[src/rtl/nand_seq_arbiter.sv]
// nand_seq_arbiter
//   Two-requester round-robin arbiter in front of a sequential logic unit.
//   Every logic function is built from repeated passes through a single
//   16-bit NAND unit: NAND 1 pass, AND 2, OR 3, XOR 4.
// Ports:
//   clk, rst_n                        clock, async active-low reset
//   reqN_valid/ready/op/a/b (N=0,1)   request handshake, opcode, operands
//   res_valid/ready/data/id           result handshake, value, owning requester
//   busy                              high while not IDLE
//   done_count                        completed result handshakes (wrapping)
module nand_seq_arbiter #(
  parameter int CNT_W = 8
) (
  input  logic             clk,
  input  logic             rst_n,
  input  logic             req0_valid,
  output logic             req0_ready,
  input  logic [1:0]       req0_op,
  input  logic [15:0]      req0_a,
  input  logic [15:0]      req0_b,
  input  logic             req1_valid,
  output logic             req1_ready,
  input  logic [1:0]       req1_op,
  input  logic [15:0]      req1_a,
  input  logic [15:0]      req1_b,
  output logic             res_valid,
  input  logic             res_ready,
  output logic [15:0]      res_data,
  output logic             res_id,
  output logic             busy,
  output logic [CNT_W-1:0] done_count
);

  localparam logic [1:0] IDLE = 2'd0;
  localparam logic [1:0] EXEC = 2'd1;
  localparam logic [1:0] DONE = 2'd2;

  localparam logic [1:0] OP_NAND = 2'b00;
  localparam logic [1:0] OP_AND  = 2'b01;
  localparam logic [1:0] OP_OR   = 2'b10;
  localparam logic [1:0] OP_XOR  = 2'b11;

  // pass destination select
  localparam logic [1:0] DST_T1 = 2'd0;
  localparam logic [1:0] DST_T2 = 2'd1;
  localparam logic [1:0] DST_R  = 2'd2;

  logic [1:0]  state;
  logic [15:0] a_q, b_q, t1_q, t2_q, r_q;
  logic [1:0]  op_q;
  logic        id_q;
  logic [1:0]  pass_q;
  logic        last_grant;  // index granted most recently

  logic        grant0, grant1, grant_id, any_grant;
  logic [15:0] nand_x, nand_y, nand_out;
  logic [1:0]  dst;
  logic        last_pass;

  // Contention goes to the requester not granted last; reset value 1
  // makes requester 0 win the first contention.
  always_comb begin
    grant0    = req0_valid & (~req1_valid | last_grant);
    grant1    = req1_valid & (~req0_valid | ~last_grant);
    any_grant = grant0 | grant1;
    grant_id  = grant1;
  end

  assign req0_ready = rst_n & (state == IDLE) & grant0;
  assign req1_ready = rst_n & (state == IDLE) & grant1;

  // Operand routing for the current pass into the single NAND unit.
  always_comb begin
    nand_x    = a_q;
    nand_y    = b_q;
    dst       = DST_R;
    last_pass = 1'b1;
    case (op_q)
      OP_NAND: begin
        nand_x = a_q;  nand_y = b_q;  dst = DST_R;  last_pass = 1'b1;
      end
      OP_AND: begin
        if (pass_q == 2'd0) begin
          nand_x = a_q;  nand_y = b_q;  dst = DST_T1; last_pass = 1'b0;
        end else begin
          nand_x = t1_q; nand_y = t1_q; dst = DST_R;  last_pass = 1'b1;
        end
      end
      OP_OR: begin
        case (pass_q)
          2'd0: begin nand_x = a_q;  nand_y = a_q;  dst = DST_T1; last_pass = 1'b0; end
          2'd1: begin nand_x = b_q;  nand_y = b_q;  dst = DST_T2; last_pass = 1'b0; end
          default: begin nand_x = t1_q; nand_y = t2_q; dst = DST_R; last_pass = 1'b1; end
        endcase
      end
      OP_XOR: begin
        case (pass_q)
          2'd0: begin nand_x = a_q;  nand_y = b_q;  dst = DST_T1; last_pass = 1'b0; end
          2'd1: begin nand_x = a_q;  nand_y = t1_q; dst = DST_T2; last_pass = 1'b0; end
          2'd2: begin nand_x = b_q;  nand_y = t1_q; dst = DST_T1; last_pass = 1'b0; end
          default: begin nand_x = t2_q; nand_y = t1_q; dst = DST_R; last_pass = 1'b1; end
        endcase
      end
      default: ;
    endcase
  end

  // the only logic operation on operand data
  assign nand_out = ~(nand_x & nand_y);

  always_ff @(posedge clk or negedge rst_n) begin
    if (!rst_n) begin
      state      <= IDLE;
      a_q        <= '0;
      b_q        <= '0;
      t1_q       <= '0;
      t2_q       <= '0;
      r_q        <= '0;
      op_q       <= OP_NAND;
      id_q       <= 1'b0;
      pass_q     <= '0;
      last_grant <= 1'b1;
      done_count <= '0;
    end else begin
      case (state)
        IDLE: begin
          if (any_grant) begin
            a_q        <= grant_id ? req1_a  : req0_a;
            b_q        <= grant_id ? req1_b  : req0_b;
            op_q       <= grant_id ? req1_op : req0_op;
            id_q       <= grant_id;
            last_grant <= grant_id;
            pass_q     <= '0;
            state      <= EXEC;
          end
        end
        EXEC: begin
          case (dst)
            DST_T1:  t1_q <= nand_out;
            DST_T2:  t2_q <= nand_out;
            default: r_q  <= nand_out;
          endcase
          pass_q <= pass_q + 2'd1;
          if (last_pass) state <= DONE;
        end
        DONE: begin
          if (res_ready) begin
            done_count <= done_count + CNT_W'(1);
            state      <= IDLE;
          end
        end
        default: state <= IDLE;
      endcase
    end
  end

  assign res_valid = (state == DONE);
  assign res_data  = r_q;
  assign res_id    = id_q;
  assign busy      = (state != IDLE);

endmodule

[config.mk]
export PLATFORM = sky130hd
export DESIGN_NAME = nand_seq_arbiter
export DESIGN_NICKNAME = d
export VERILOG_FILES = /design/src/rtl/nand_seq_arbiter.sv
export SDC_FILE = /design/constraint.sdc
export NUM_CORES = 1
export LEC_CHECK = 0
export ABC_AREA = 0
export CAP_MARGIN = 10
export CORE_ASPECT_RATIO = 0.75
export CORE_MARGIN = 2
export CORE_UTILIZATION = 48
export DETAILED_ROUTE_END_ITERATION = 10
export GPL_TIMING_DRIVEN = 0
export PLACE_DENSITY_LB_ADDON = 0.25
export SYNTH_ARGS = -nofsm -noshare
export SYNTH_HDL_FRONTEND = slang
export SYNTH_SLANG_ARGS = --single-unit
[constraint.sdc]
create_clock -name clk -period 1.75 [get_ports clk]
set_input_delay 0.2625 -clock clk [delete_from_list [all_inputs] [get_ports clk]]
set_output_delay 0.2625 -clock clk [all_outputs]
set_load 0.01 [all_outputs]
==> flow_metrics.py <==
metrics = {
    "outcome": {
        "outcome": "complete, but fails checks",
        "violations": "setup timing",
    },
    "floorplanning": {
        "die_area_um2": 12600,
        "rows": 34,
        "core_um2": 11500,
        "ios": 102,
        "fp.dieW_um": 129,
        "fp.dieH_um": 97.6,
        "initial_core_util_pct": 48.9,
    },
    "yosys": {
        "synth_cell_types": 53,
        "yosys_warnings": 0,
        "avgSynthCellArea_um2": 8.89,
        "netlist.area_leader.share_pct": 42.4,
        "syn-instance-count": 631,
        "syn_nets": 709,
        "ys_seq_elements": 96,
        "synth_area_um2": 5610,
        "seq_area_frac_synth_pct": 42.8,
        "synth_flop_cell": "dfrtp_1",
        "synthTopCellsByArea": "dfrtp_1, mux2i_1, nand2_1",
        "synth_edf_count": 0,
        "synth_largest_area_cell": "dfrtp_1",
        "async_reset_ff_share_pct": 100,
    },
    "power": {
        "ir_drop_mv": 0.948,
        "cellPowerDensity_nw_per_um2": 2000,
        "power.static_leakage_nw": 3.48,
    },
    "sta": {
        "report.final.slew_viol_count": 0,
        "worst_pin_slew_ns": 0.551,
        "slew_headroom_pct": 63.1,
        "hold_viol_final": 0,
        "rsz0062_at_grt": "yes",
        "fin_crit_sh_pct": 116,
        "setup_ws_ns": -0.282,
        "final-setup-viol-count": 49,
        "finalSetupTns_ns": -11.09,
        "finClkSkew_ns": 0.00721,
        "max_freq_mhz": 492,
        "period_needed_ns": 2.03,
    },
    "critical_path": {
        "crit_cells": 8,
        "worst-path-buf-inv": 3,
        "r2r_end": "t2_q[9]",
        "crit_required_ns": 2.00,
        "cp-start-kind": "flip-flop",
        "slowest_delay_ns": 0.40,
        "crit_top_cell": "buf_6",
        "r2r_slack_ns": -0.28,
        "critPathArrivalTime_ns": 2.28,
        "worstPathCellList": "inv_2 > ha_4 > buf_6 > o21a_1 > o221ai_4 > nor3b_4 > buf_6 > mux2_4",
        "path_class": "reg2reg",
        "cp_max_fo": 5,
        "reg2reg_from": "pass_q[1]",
        "cp_top_family": "buffers and inverters",
        "crit_slowest_cell": "dfrtp_1",
        "reg2reg_depth": 8,
        "endpoint_kind": "flip-flop",
    },
    "place": {
        "io_buffer_count": 101,
        "place_area_um2": 6880,
        "place.detailed.instances": 877,
        "gp_congestion": 0.934,
        "hpwl_mm": 12.9,
        "dp_slack_ns": -0.774,
    },
    "clock_tree": {
        "path_clk_slew_ns": 0.07,
        "root_buffer": "clkbuf_16",
        "numCtsBuffers": 9,
        "cts_tree": "done",
        "htreeDepth": 3,
        "clock_latency_ns": 0.36,
        "clock-sinks": 96,
        "clockBufferDepth": 2,
    },
    "final_layout": {
        "final_cells": 927,
        "final_cell_area_um2": 8360,
        "layout-drive-gt1-share_pct": 27.1,
        "antenna_cells": 0,
        "mostFrequentLayoutCells": "dfrtp_1, clkdlybuf4s50_1, nand2_1",
        "nets": 856,
        "area_delta_synth_final_pct": 49.0,
        "fin_util_pct": 72.8,
    },
    "min_path": {
        "hp-class": "in2async",
    },
    "route": {
        "vias": 5632,
        "drc_errors": 0,
        "drtPass1Iterations": 5,
        "ant_nets": 0,
        "detail_route.wl_per_cell_um": 21.2,
        "routed_via_density": 6.08,
        "drt_iter0_markers": 524,
        "drt_wl_total_mm": 19.6,
    },
    "grt": {
        "grt_max_degree": 35,
        "grt_pass1_wl_mm": 29.9,
        "grt-ovfl-total": 0,
        "grt_usage_pct": 31.4,
        "grt_pass1_vias": 5478,
        "grt_antenna_before_repair": 0,
    },
    "job": {
        "drv_cap": 0,
    },
}
[power breakdown]
part           switching [W]  internal [W]  leakage [nW]  total (W)
clock network       0.000951       0.00104         0.147    0.00199
registers            0.00132       0.00323          1.14    0.00455
logic                0.00550       0.00465          2.19     0.0101
[metal layers]
layer  share of wire [%]  vias to the layer above  wire (µm)  global-route usage, %
li1                    -                     2542          -                      -
met1                  44                     2719       8730                   46.2
met2                  44                      325       8590                   45.6
met3                 9.8                       46       1930                   7.76
met4                 2.0                        0        384                   9.62
met5                   0                        -          0                      0
[through the flow]
stage,hold WS (ns),total power (W)
2_1_floorplan,-0.0331,0.00898
3_3_place_gp,0.460,0.0114
3_5_place_dp,0.254,0.0116
4_1_cts,0.00984,0.0154
5_1_grt,0.0249,0.0176
6_report,0.00568,0.0167
[layout make-up]
type                    count  area [µm²]
fillers                   836        3130
clock inverters             6        57.6
multi-input cells         464        3470
well taps                 144         180
flip-flops and latches     96        2400
plain buffers              45         437
repair buffers            141        1490
inverters                  21        78.8
clock buffers              10         239
[kinds of logic (layout without fill, tap and decap cells)]
group,Yosys count,in the layout,share of synthesized area (%)
buffers and inverters,71,223,6.24
flip-flops,96,96,42.8
AO/OA/AOI/OAI,221,221,25.4
XOR/XNOR,7,7,1.09
AND/OR/NAND/NOR,182,182,14.4
adder cells (fa/ha/maj),5,5,1.11
multiplexers,49,49,8.90
[timing repair]
action,CTS,global route
buffers inserted,26,3
hold endpoints to repair,34,0
pin swaps,52,37
cloned,5,2
setup endpoints to repair,54,84
gates resized for setup,135,85
hold buffers,5,0
[cell usage after synthesis, drive strengths merged, types with 8 or more instances]
cell type,number
nand2,105
dfrtp,95
a221oi,24
inv,21
a31oi,9
a21oi,55
nand2b,10
a211o,8
nor2b,12
o21ai,97
buf,29
mux2i,42
a211oi,8
nor2,34
clkbuf,21
[registers in the layout, summed over array words and instances (netlist names)]
| register | count |
|---|---|
| a_q | 16 |
| b_q | 16 |
| res_data | 16 |
| t1_q | 16 |
| t2_q | 16 |
| done_count | 8 |
| op_q | 2 |
| pass_q | 2 |
| state | 2 |
| last_grant | 1 |
| res_id | 1 |
[how the worst max path moves through the flow]
stage | start | endpoint | slack, ns
3_3_place_gp | rst_n | req0_ready | -3.37
3_5_place_dp | req1_valid | req1_ready | -0.77
4_1_cts | pass_q[1] | t2_q[12] | -0.26
5_1_grt | pass_q[1] | t1_q[11] | -0.35
2_1_floorplan | pass_q[0] | t1_q[2] | -0.08
6_report | pass_q[1] | t2_q[9] | -0.28
No activity file was read; power rests on OpenSTA's default activity.
